**src/rtl/spi_cmd_pkg.sv**
```systemverilog
// Shared types and constants for the SPI command dispatcher: session FSM
// encoding, the fill patterns that mark an illegal command code, and the drop counter ceiling.
package spi_cmd_pkg;

  typedef enum logic [1:0] {
    ST_IDLE   = 2'd0,
    ST_ACTIVE = 2'd1,
    ST_FAULT  = 2'd2
  } state_e;

  // A command code made entirely of one of these bits is never executed.
  localparam logic CODE_FILL_ZERO = 1'b0;
  localparam logic CODE_FILL_ONE  = 1'b1;

  localparam int DROP_W   = 8;
  localparam int DROP_MAX = 255;

endpackage

```
**src/rtl/cmd_sync_fifo.sv**
```systemverilog
// Synchronous FIFO with a registered head entry: a push into an empty FIFO
// shows up on the head one cycle later. Flush clears the pointers and the head entry.
module cmd_sync_fifo #(
  parameter int WIDTH = 8,
  parameter int DEPTH = 4,
  localparam int AW   = $clog2(DEPTH)
) (
  input  logic             clk,
  input  logic             rst_n,
  input  logic             flush_i,
  input  logic             push_i,
  input  logic [WIDTH-1:0] wdata_i,
  input  logic             pop_i,
  output logic             valid_o,
  output logic [WIDTH-1:0] rdata_o,
  output logic [AW:0]      level_o,
  output logic             full_o
);

  logic [WIDTH-1:0] mem_q [DEPTH];
  logic [AW:0]      wr_q, wr_d;
  logic [AW:0]      rd_q, rd_d;
  logic [WIDTH-1:0] head_q, head_d;
  logic             pop_en;

  assign level_o = wr_q - rd_q;
  assign valid_o = (wr_q != rd_q);
  assign full_o  = (level_o == (AW+1)'(DEPTH));
  assign rdata_o = head_q;
  assign pop_en  = pop_i & valid_o;

  // The head reloads only when it is consumed or when it is being created.
  // If the entry that becomes the head is the one written this cycle, take it from wdata_i.
  always_comb begin
    wr_d   = wr_q + (AW+1)'(push_i);
    rd_d   = rd_q + (AW+1)'(pop_en);
    head_d = head_q;
    if (push_i && (rd_d == wr_q)) begin
      head_d = wdata_i;
    end else if (pop_en) begin
      head_d = mem_q[rd_d[AW-1:0]];
    end
  end

  always_ff @(posedge clk) begin
    if (push_i && !flush_i) begin
      mem_q[wr_q[AW-1:0]] <= wdata_i;
    end
  end

  always_ff @(posedge clk) begin
    if (!rst_n || flush_i) begin
      wr_q   <= '0;
      rd_q   <= '0;
      head_q <= '0;
    end else begin
      wr_q   <= wr_d;
      rd_q   <= rd_d;
      head_q <= head_d;
    end
  end

endmodule

```
**src/rtl/spi_cmd_dispatcher.sv**
```systemverilog
// Captures comparator-flagged SPI command frames into a FIFO. It also tracks
// the session state, drops illegal or overflowing commands, and reports the last executed sequence id.
module spi_cmd_dispatcher
  import spi_cmd_pkg::*;
#(
  parameter int SEQ_W  = 2,
  parameter int CMD_W  = 8,
  parameter int DATA_W = 32,
  parameter int DEPTH  = 4,
  localparam int LVL_W = $clog2(DEPTH) + 1
) (
  input  logic              clk,
  input  logic              rst_n,
  input  logic              seq_diff,
  input  logic              seq_reset,
  input  logic [SEQ_W-1:0]  seq_id,
  input  logic [CMD_W-1:0]  cmd_code,
  input  logic [DATA_W-1:0] cmd_data,
  output logic              out_valid,
  input  logic              out_ready,
  output logic [SEQ_W-1:0]  out_seq,
  output logic [CMD_W-1:0]  out_code,
  output logic [DATA_W-1:0] out_data,
  output logic [SEQ_W-1:0]  ack_seq,
  output logic [LVL_W-1:0]  fifo_level,
  output logic              overflow,
  output logic              illegal,
  output logic [7:0]        drop_cnt
);

  localparam int ENTRY_W = SEQ_W + CMD_W + DATA_W;

  state_e            state_q, state_d;
  logic              illegal_q, illegal_d;
  logic [DROP_W-1:0] drop_q, drop_d;
  logic [SEQ_W-1:0]  ack_q, ack_d;

  logic diff_live, qual_push, code_bad, pop, push_wr, ovf_evt, drop_evt;
  logic fifo_full;

  assign diff_live = seq_diff & ~seq_reset;
  assign qual_push = diff_live & (state_q != ST_FAULT);
  assign code_bad  = (cmd_code == {CMD_W{CODE_FILL_ZERO}}) ||
                     (cmd_code == {CMD_W{CODE_FILL_ONE}});
  assign pop       = out_valid & out_ready;

  // A full FIFO still accepts a push when the head leaves in the same cycle.
  assign push_wr  = qual_push & ~code_bad & (~fifo_full | pop);
  assign ovf_evt  = qual_push & ~code_bad & fifo_full & ~pop;
  assign drop_evt = (qual_push & code_bad) | ovf_evt |
                    (diff_live & (state_q == ST_FAULT));

  cmd_sync_fifo #(
    .WIDTH (ENTRY_W),
    .DEPTH (DEPTH)
  ) u_fifo (
    .clk     (clk),
    .rst_n   (rst_n),
    .flush_i (seq_reset),
    .push_i  (push_wr),
    .wdata_i ({seq_id, cmd_code, cmd_data}),
    .pop_i   (out_ready),
    .valid_o (out_valid),
    .rdata_o ({out_seq, out_code, out_data}),
    .level_o (fifo_level),
    .full_o  (fifo_full)
  );

  always_comb begin
    state_d   = state_q;
    illegal_d = illegal_q;
    drop_d    = drop_q;
    ack_d     = ack_q;
    if (seq_reset) begin
      state_d   = ST_IDLE;
      illegal_d = 1'b0;
      drop_d    = '0;
      ack_d     = '0;
    end else begin
      if (ovf_evt) begin
        state_d = ST_FAULT;
      end else if (push_wr && state_q == ST_IDLE) begin
        state_d = ST_ACTIVE;
      end
      if (qual_push && code_bad) begin
        illegal_d = 1'b1;
      end
      if (drop_evt && drop_q != DROP_W'(DROP_MAX)) begin
        drop_d = drop_q + DROP_W'(1);
      end
      if (pop) begin
        ack_d = out_seq;
      end
    end
  end

  always_ff @(posedge clk) begin
    if (!rst_n) begin
      state_q   <= ST_IDLE;
      illegal_q <= 1'b0;
      drop_q    <= '0;
      ack_q     <= '0;
    end else begin
      state_q   <= state_d;
      illegal_q <= illegal_d;
      drop_q    <= drop_d;
      ack_q     <= ack_d;
    end
  end

  assign overflow = (state_q == ST_FAULT);
  assign illegal  = illegal_q;
  assign drop_cnt = drop_q;
  assign ack_seq  = ack_q;

endmodule

```
**config.mk**
```make
export PLATFORM = sky130hd
export DESIGN_NAME = spi_cmd_dispatcher
export DESIGN_NICKNAME = d
export VERILOG_FILES = /design/src/rtl/spi_cmd_pkg.sv /design/src/rtl/cmd_sync_fifo.sv /design/src/rtl/spi_cmd_dispatcher.sv
export SDC_FILE = /design/constraint.sdc
export NUM_CORES = 1
export LEC_CHECK = 0
export ABC_CLOCK_PERIOD_IN_PS = 6600
export BUFFER_PORTS_ARGS = -buffer_cell sky130_fd_sc_hd__clkbuf_2
export CAP_MARGIN = 20
export CORE_ASPECT_RATIO = 1.75
export CORE_MARGIN = 3
export CORE_UTILIZATION = 30
export DETAILED_ROUTE_END_ITERATION = 12
export GPL_ROUTABILITY_DRIVEN = 0
export PLACE_DENSITY_LB_ADDON = 0.08
export SYNTH_ARGS = -nofsm -noshare
export SYNTH_HDL_FRONTEND = slang
export SYNTH_SLANG_ARGS = --single-unit
```
**constraint.sdc**
```tcl
create_clock -name clk -period 6.6 [get_ports clk]
set_clock_uncertainty 0.1 [all_clocks]
set_input_delay 0 -clock clk [delete_from_list [all_inputs] [get_ports clk]]
set_output_delay 0 -clock clk [all_outputs]
set_load 0.02 [all_outputs]
```
# [Word-level counts from Yosys, hierarchy flattened]
# Memories as Yosys holds them, arrays and structs flattened.
# Index checks and enable logic that the tools add are counted.
[op_classes] reduce_logical=15 add_sub_neg=4 eq_ne=7 muxes=6 n_bitwise=17
[op_table] op="2-to-1 mux 42 bit" n=2
[op_table] op="bitwise AND 1 bit" n=9
[op_table] op="adder 8 x 1 -> 8 bit, second input constant" n=1
[op_table] op="equality test 8 bit, second input constant" n=1
[op_table] op="zero test 8 bit" n=1
[op_table] op="inequality test 8 bit, second input constant" n=1
[op_table] op="adder 3 x 1 -> 3 bit" n=2
[op_table] op="logical AND 1 bit" n=5
[op_table] op="NOT 1 bit" n=5
[op_table] op="2-to-1 mux 2 bit" n=2
[op_table] op="nonzero test 2 bit" n=2
[op_table] op="equality test 3 bit" n=1
[op_table] op="equality test 3 bit, second input constant" n=1
[op_table] op="inequality test 3 bit" n=1
[op_table] op="OR 1 bit" n=3
[op_table] op="OR reduction 3 bit" n=1
[op_table] op="subtractor 3 bit" n=1
[op_table] op="equality test 2 bit, second input constant" n=1
[op_table] op="zero test 1 bit" n=2
[op_table] op="zero test 2 bit" n=1
[op_table] op="logical OR 1 bit" n=2
[op_table] op="2-to-1 mux 1 bit" n=2
[op_table] op="inequality test 2 bit, second input constant" n=1
[op_table] op="OR reduction 2 bit" n=1
[word_totals] output_inout_bits=58 in_bits=47 mem_bits_rw=168 memories=1 reg_bits=61
[mem_list] name="u_fifo.mem_q" depth=4 width=42 rd=1 rd_clocked_by_memory_dff=0 wr=1 line="cmd_sync_fifo.sv:20" rtl="logic [WIDTH-1:0] mem_q [DEPTH];"

# [Logic depth before layout (Yosys ltp)]
[depth] depth_word=9 ltp_mapped=16 depth_no_buf=12

# [Hierarchy]
# A second synthesis with hierarchy kept.
[unflattened] cells_unflattened=534 hier_area_um2=8954.8
[by_module_without_submodules] mod="cmd_sync_fifo" cells_per_inst=451 area_per_inst_um2=8286.7 instances=1 seq_area_each_um2=6005.8
[by_module_without_submodules] mod="spi_cmd_dispatcher" cells_per_inst=83 area_per_inst_um2=668.1 instances=1 seq_area_each_um2=260.2

# [Least setup slack after synthesis]
# No wires, ideal clock.
[synth_timing] kind="register -> register" start="register u_fifo.wr_q[0]" end="memory u_fifo.mem_q[2][0] in the netlist's numbering, enable pin" arrival_time_ns=4.612 slack_ns=1.394 synth_period_minus_slack_ns=5.206 stages_incl_launch_ff=9 cell_sequence="dfxtp_1 > inv_1 > ha_1 > fa_1 > nand2_1 > nor4b_1 > nor2_4 > nand3_1 > nor3_1"
[synth_between] elab_chain_len=8 word_cells_on_any_way=10 cone_classes="add/sub (1); eq/ne (2); mux (2); bitwise (4); reduce/logical (1)"
[synth_lines] item="start: declaration" line="cmd_sync_fifo.sv:21" rtl="logic [AW:0] wr_q, wr_d;"
[synth_lines] item="start signal: assignment" line="cmd_sync_fifo.sv:57" rtl="wr_q <= wr_d;"
[synth_lines] item="subtractor 3 bit" line="cmd_sync_fifo.sv:26" rtl="assign level_o = wr_q - rd_q;"
[synth_lines] item="equality test 3 bit" line="cmd_sync_fifo.sv:28" rtl="assign full_o = (level_o == (AW+1)'(DEPTH));"
[synth_lines] item="NOT 1 bit" line="spi_cmd_dispatcher.sv:48" rtl="assign push_wr = qual_push & ~code_bad & (~fifo_full | pop);"
[synth_lines] item="OR 1 bit" line="spi_cmd_dispatcher.sv:48"
[synth_lines] item="bitwise AND 1 bit" line="spi_cmd_dispatcher.sv:48"
[synth_lines] item="logical AND 1 bit" line="cmd_sync_fifo.sv:46" rtl="if (push_i && !flush_i) begin"
[synth_lines] item="2-to-1 mux 1 bit" line="cmd_sync_fifo.sv:46"
[synth_lines] item="2-to-1 mux 1 bit (implied by the code)" line="cmd_sync_fifo.sv:47" rtl="mem_q[wr_q[AW-1:0]] <= wdata_i;"
[synth_lines] item="end: declaration" line="cmd_sync_fifo.sv:20"
# Several ways; a longest one is shown, not always the timed one.

# [Worst setup path after layout]
[layout_timing] start="register u_fifo.wr_q[0]" end="register u_fifo.head_q[29], in the netlist u_fifo.rdata_o[29]"
[layout_between] elab_chain_len=7 word_cells_on_any_way=14 cone_classes="add/sub (2); eq/ne (3); mux (2); bitwise (4); reduce/logical (2); memory (1)"
[layout_lines] item="branches (longest 7 deep; another with memory (4 x 42 bit))"
[layout_lines] item="end signal: assignment" line="cmd_sync_fifo.sv:55" rtl="head_q <= '0;"
[layout_lines] item="end signal: assignment" line="cmd_sync_fifo.sv:59" rtl="head_q <= head_d;"
[layout_lines] item="end: declaration" line="cmd_sync_fifo.sv:23" rtl="logic [WIDTH-1:0] head_q, head_d;"
# Parallel ways; which one is timed is not known. The select of a mux whose other input is x is not followed.
# A chain may end at the register's enable or synchronous reset.

==> results.json <==
{
  "outcome": "finished clean",
  "wl_microns": 22000,
  "cts.path.max_buffers": 3,
  "core-area_sq_mm": 0.0302,
  "drive_gt1_frac": 0.355,
  "synth_seq_cells": 229,
  "worst_pin_slew_ps": 988,
  "grt_setup_unrepaired": "false",
  "cts_buffers": 25,
  "cts_tree": "built",
  "avgSynthCellArea_sq_um": 17.2,
  "grt_max_degree": 57,
  "p_leak_nw": 4.22,
  "cts_resized": 0,
  "seq_area_frac_synth": 0.682,
  "drtIter0Drc": 308,
  "peakVddDrop_uv": 176,
  "hpwl_microns": 12000,
  "numPortBuffers": 104,
  "h-tree-depth": 1,
  "synth_ff_type": "edfxtp_1",
  "synth.top_cell.area_share": 0.549,
  "drc": 0,
  "setup_viol": 0,
  "synth_commonest_cells": "168 x edfxtp_1, 61 x dfxtp_1, 58 x nor2_1, 45 x mux2i_1, 42 x mux4_2",
  "max_freq_mhz": 250,
  "hold_start": "rst_n",
  "min_path_type": "input pin to flip-flop",
  "cp-start-kind": "flip-flop",
  "clk_latency_ps": 530,
  "grtUsageTotal": 0.134,
  "synth_top_area_cell": "edfxtp_1",
  "fin_crit_sh": 0.607,
  "overflow": 0,
  "r2r-end": "u_fifo.rdata_o[29]",
  "min_to": "ack_seq[0]",
  "hold_viol": 0,
  "drtPass1Iterations": 5,
  "r2r_slack_ps": 2590,
  "power_density_mw_per_mm2": 284,
  "grt_pass1_wl_microns": 33900,
  "async_reset_ff_frac": 0,
  "grt_antenna_before_repair": 0,
  "arrival_ps": 4360,
  "endpoint_kind": "flip-flop",
  "syn_to_final_growth_pct": 25.4,
  "required_ps": 6950,
  "max_cap_viol_count": 0,
  "min_path_cells": 3,
  "die-area_sq_mm": 0.0329,
  "placed_area_sq_mm": 0.0102,
  "synth_cell_types": 40,
  "fin_area_sq_mm": 0.0115,
  "min_period_ps": 4010,
  "syn-num-nets": 587,
  "yosysMostFrequentCell": "edfxtp_1",
  "syn_area_sq_mm": 0.00919,
  "ff2ff_path_depth": 10,
  "slew_headroom": 0.341,
  "grt_pass1_vias": 5606,
  "cts.sinks": 229,
  "drtAntennaViolNets": 0,
  "num_rows": 84,
  "clk_pin_slew_ps": 60,
  "die_w_microns": 138,
  "n_fill_cell": 2831,
  "yosys_warnings": 0,
  "r2r_start": "u_fifo.wr_q[0]",
  "antenna_cells": 0,
  "vias": 5199,
  "crit_type": "flip-flop to flip-flop",
  "synth_cells": 533,
  "viasPerCell": 4.74,
  "ioPinCount": 105,
  "yosys-top-cells-area": "edfxtp_1 55%, dfxtp_1 13%, mux4_2 10%",
  "start_util": 0.305,
  "root_buffer": "clkbuf_16",
  "die_h_microns": 238,
  "detail_route.wl_per_cell_microns": 20.1,
  "synth-edff-count": 168,
  "fin_nets": 744,
  "fin_tns_setup_ps": 0,
  "slew_viol_final": 0,
  "crit_fanout": 46
}
worst max-delay path by stage:
stage,start,to,slack [ps],cells past startpoint
2_1_floorplan,u_fifo.wr_q[0],u_fifo.mem_q[2][0],1390,8
4_1_cts,u_fifo.rd_q[0],u_fifo.rdata_o[40],2480,10
3_5_place_dp,u_fifo.rd_q[0],u_fifo.rdata_o[40],2490,10
6_report,u_fifo.wr_q[0],u_fifo.rdata_o[29],2590,10
3_3_place_gp,u_fifo.rd_q[0],u_fifo.rdata_o[31],2530,10
5_1_grt,u_fifo.rd_q[0],u_fifo.rdata_o[3],2160,10
layer usage:
| layer | global-route usage | up-vias | wire length [microns] |
|---|---|---|---|
| li1 | - | 2396 | - |
| met1 | 0.160 | 2657 | 9230 |
| met2 | 0.246 | 121 | 11500 |
| met3 | 0.0223 | 25 | 844 |
| met4 | 0.0396 | 0 | 442 |
| met5 | 0 | - | 0 |
cell families after synthesis:
group	count (synthesis)	synth area share
AO/OA/AOI/OAI	58	0.0711
AND/OR/NAND/NOR	95	0.0471
multiplexers	87	0.152
flip-flops	229	0.682
buffers and inverters	42	0.0221
adder cells (fa/ha/maj)	7	0.0103
XOR/XNOR	15	0.0158
timing repair:
item / in CTS / in global routing
endpoints found under the hold margin: 216 / 0
hold buffers: 46 / 0
setup buffers: 0 / 0
flip-flops by register name (all words and copies together), names as in the netlist:
| register | cells |
|---|---|
| u_fifo.rd_q | 3 |
| u_fifo.wr_q | 3 |
| drop_cnt | 8 |
| state_q | 2 |
| u_fifo.mem_q | 168 |
| u_fifo.rdata_o | 42 |
| ack_seq | 2 |
| illegal | 1 |
cells in the final DEF (no fill, tap or decap), types with 4 or more instances in the layout:
master and n:
nand3_1 7, nor2_1 58, mux4_2 42, dlygate4sd3_1 46, nand2_1 6, clkinv_2 4
nor3_2 4, a211oi_2 40, xnor2_1 13, ha_1 5, a211oi_1 5, edfxtp_1 168
buf_4 9, mux2i_1 45, dfxtp_1 60, clkbuf_1 4, inv_1 12, bufinv_16 5
and2_1 4, clkbuf_2 104, clkbuf_16 25
critical path: stages (launching register included):
cell and delay [ps]:
dfxtp_1 430, inv_1 130, ha_1 350, nand2_1 100, o21ai_4 130, buf_4 770
xnor3_1 360, nand4_4 550, buf_4 630, nor2_1 110, a211oi_2 230
final cells by class:
cell class | instances | area (sq um) | share of cell area
multi-input cells | 262 | 2770 | 0.241
inverters | 12 | 45.0 | 0.00391
clock inverters | 15 | 216 | 0.0188
well taps | 387 | 484 | 0.0420
repair buffers | 160 | 1070 | 0.0927
flip-flops and latches | 229 | 6270 | 0.544
clock buffers | 31 | 668 | 0.0580
per-stage QoR:
stage           util  setup WS (ps)  std cells  hold slack, ps  total power [W]
6_report       0.382           2590       1096            11.0          0.00327
3_3_place_gp   0.337           2530       1003             135          0.00177
5_1_grt        0.382           2160       1096            36.5          0.00340
2_1_floorplan      -           1390        533           -1.13          0.00171
3_5_place_dp   0.337           2490       1003             142          0.00178
4_1_cts        0.381           2480       1095             113          0.00333
report_power, final:
part	switching, W	internal, W	total [W]
logic	0.000111	0.0000699	0.000181
clock network	0.000585	0.000920	0.00150
registers	0.0000114	0.00157	0.00158
No activity file was read; power rests on OpenSTA's default activity.
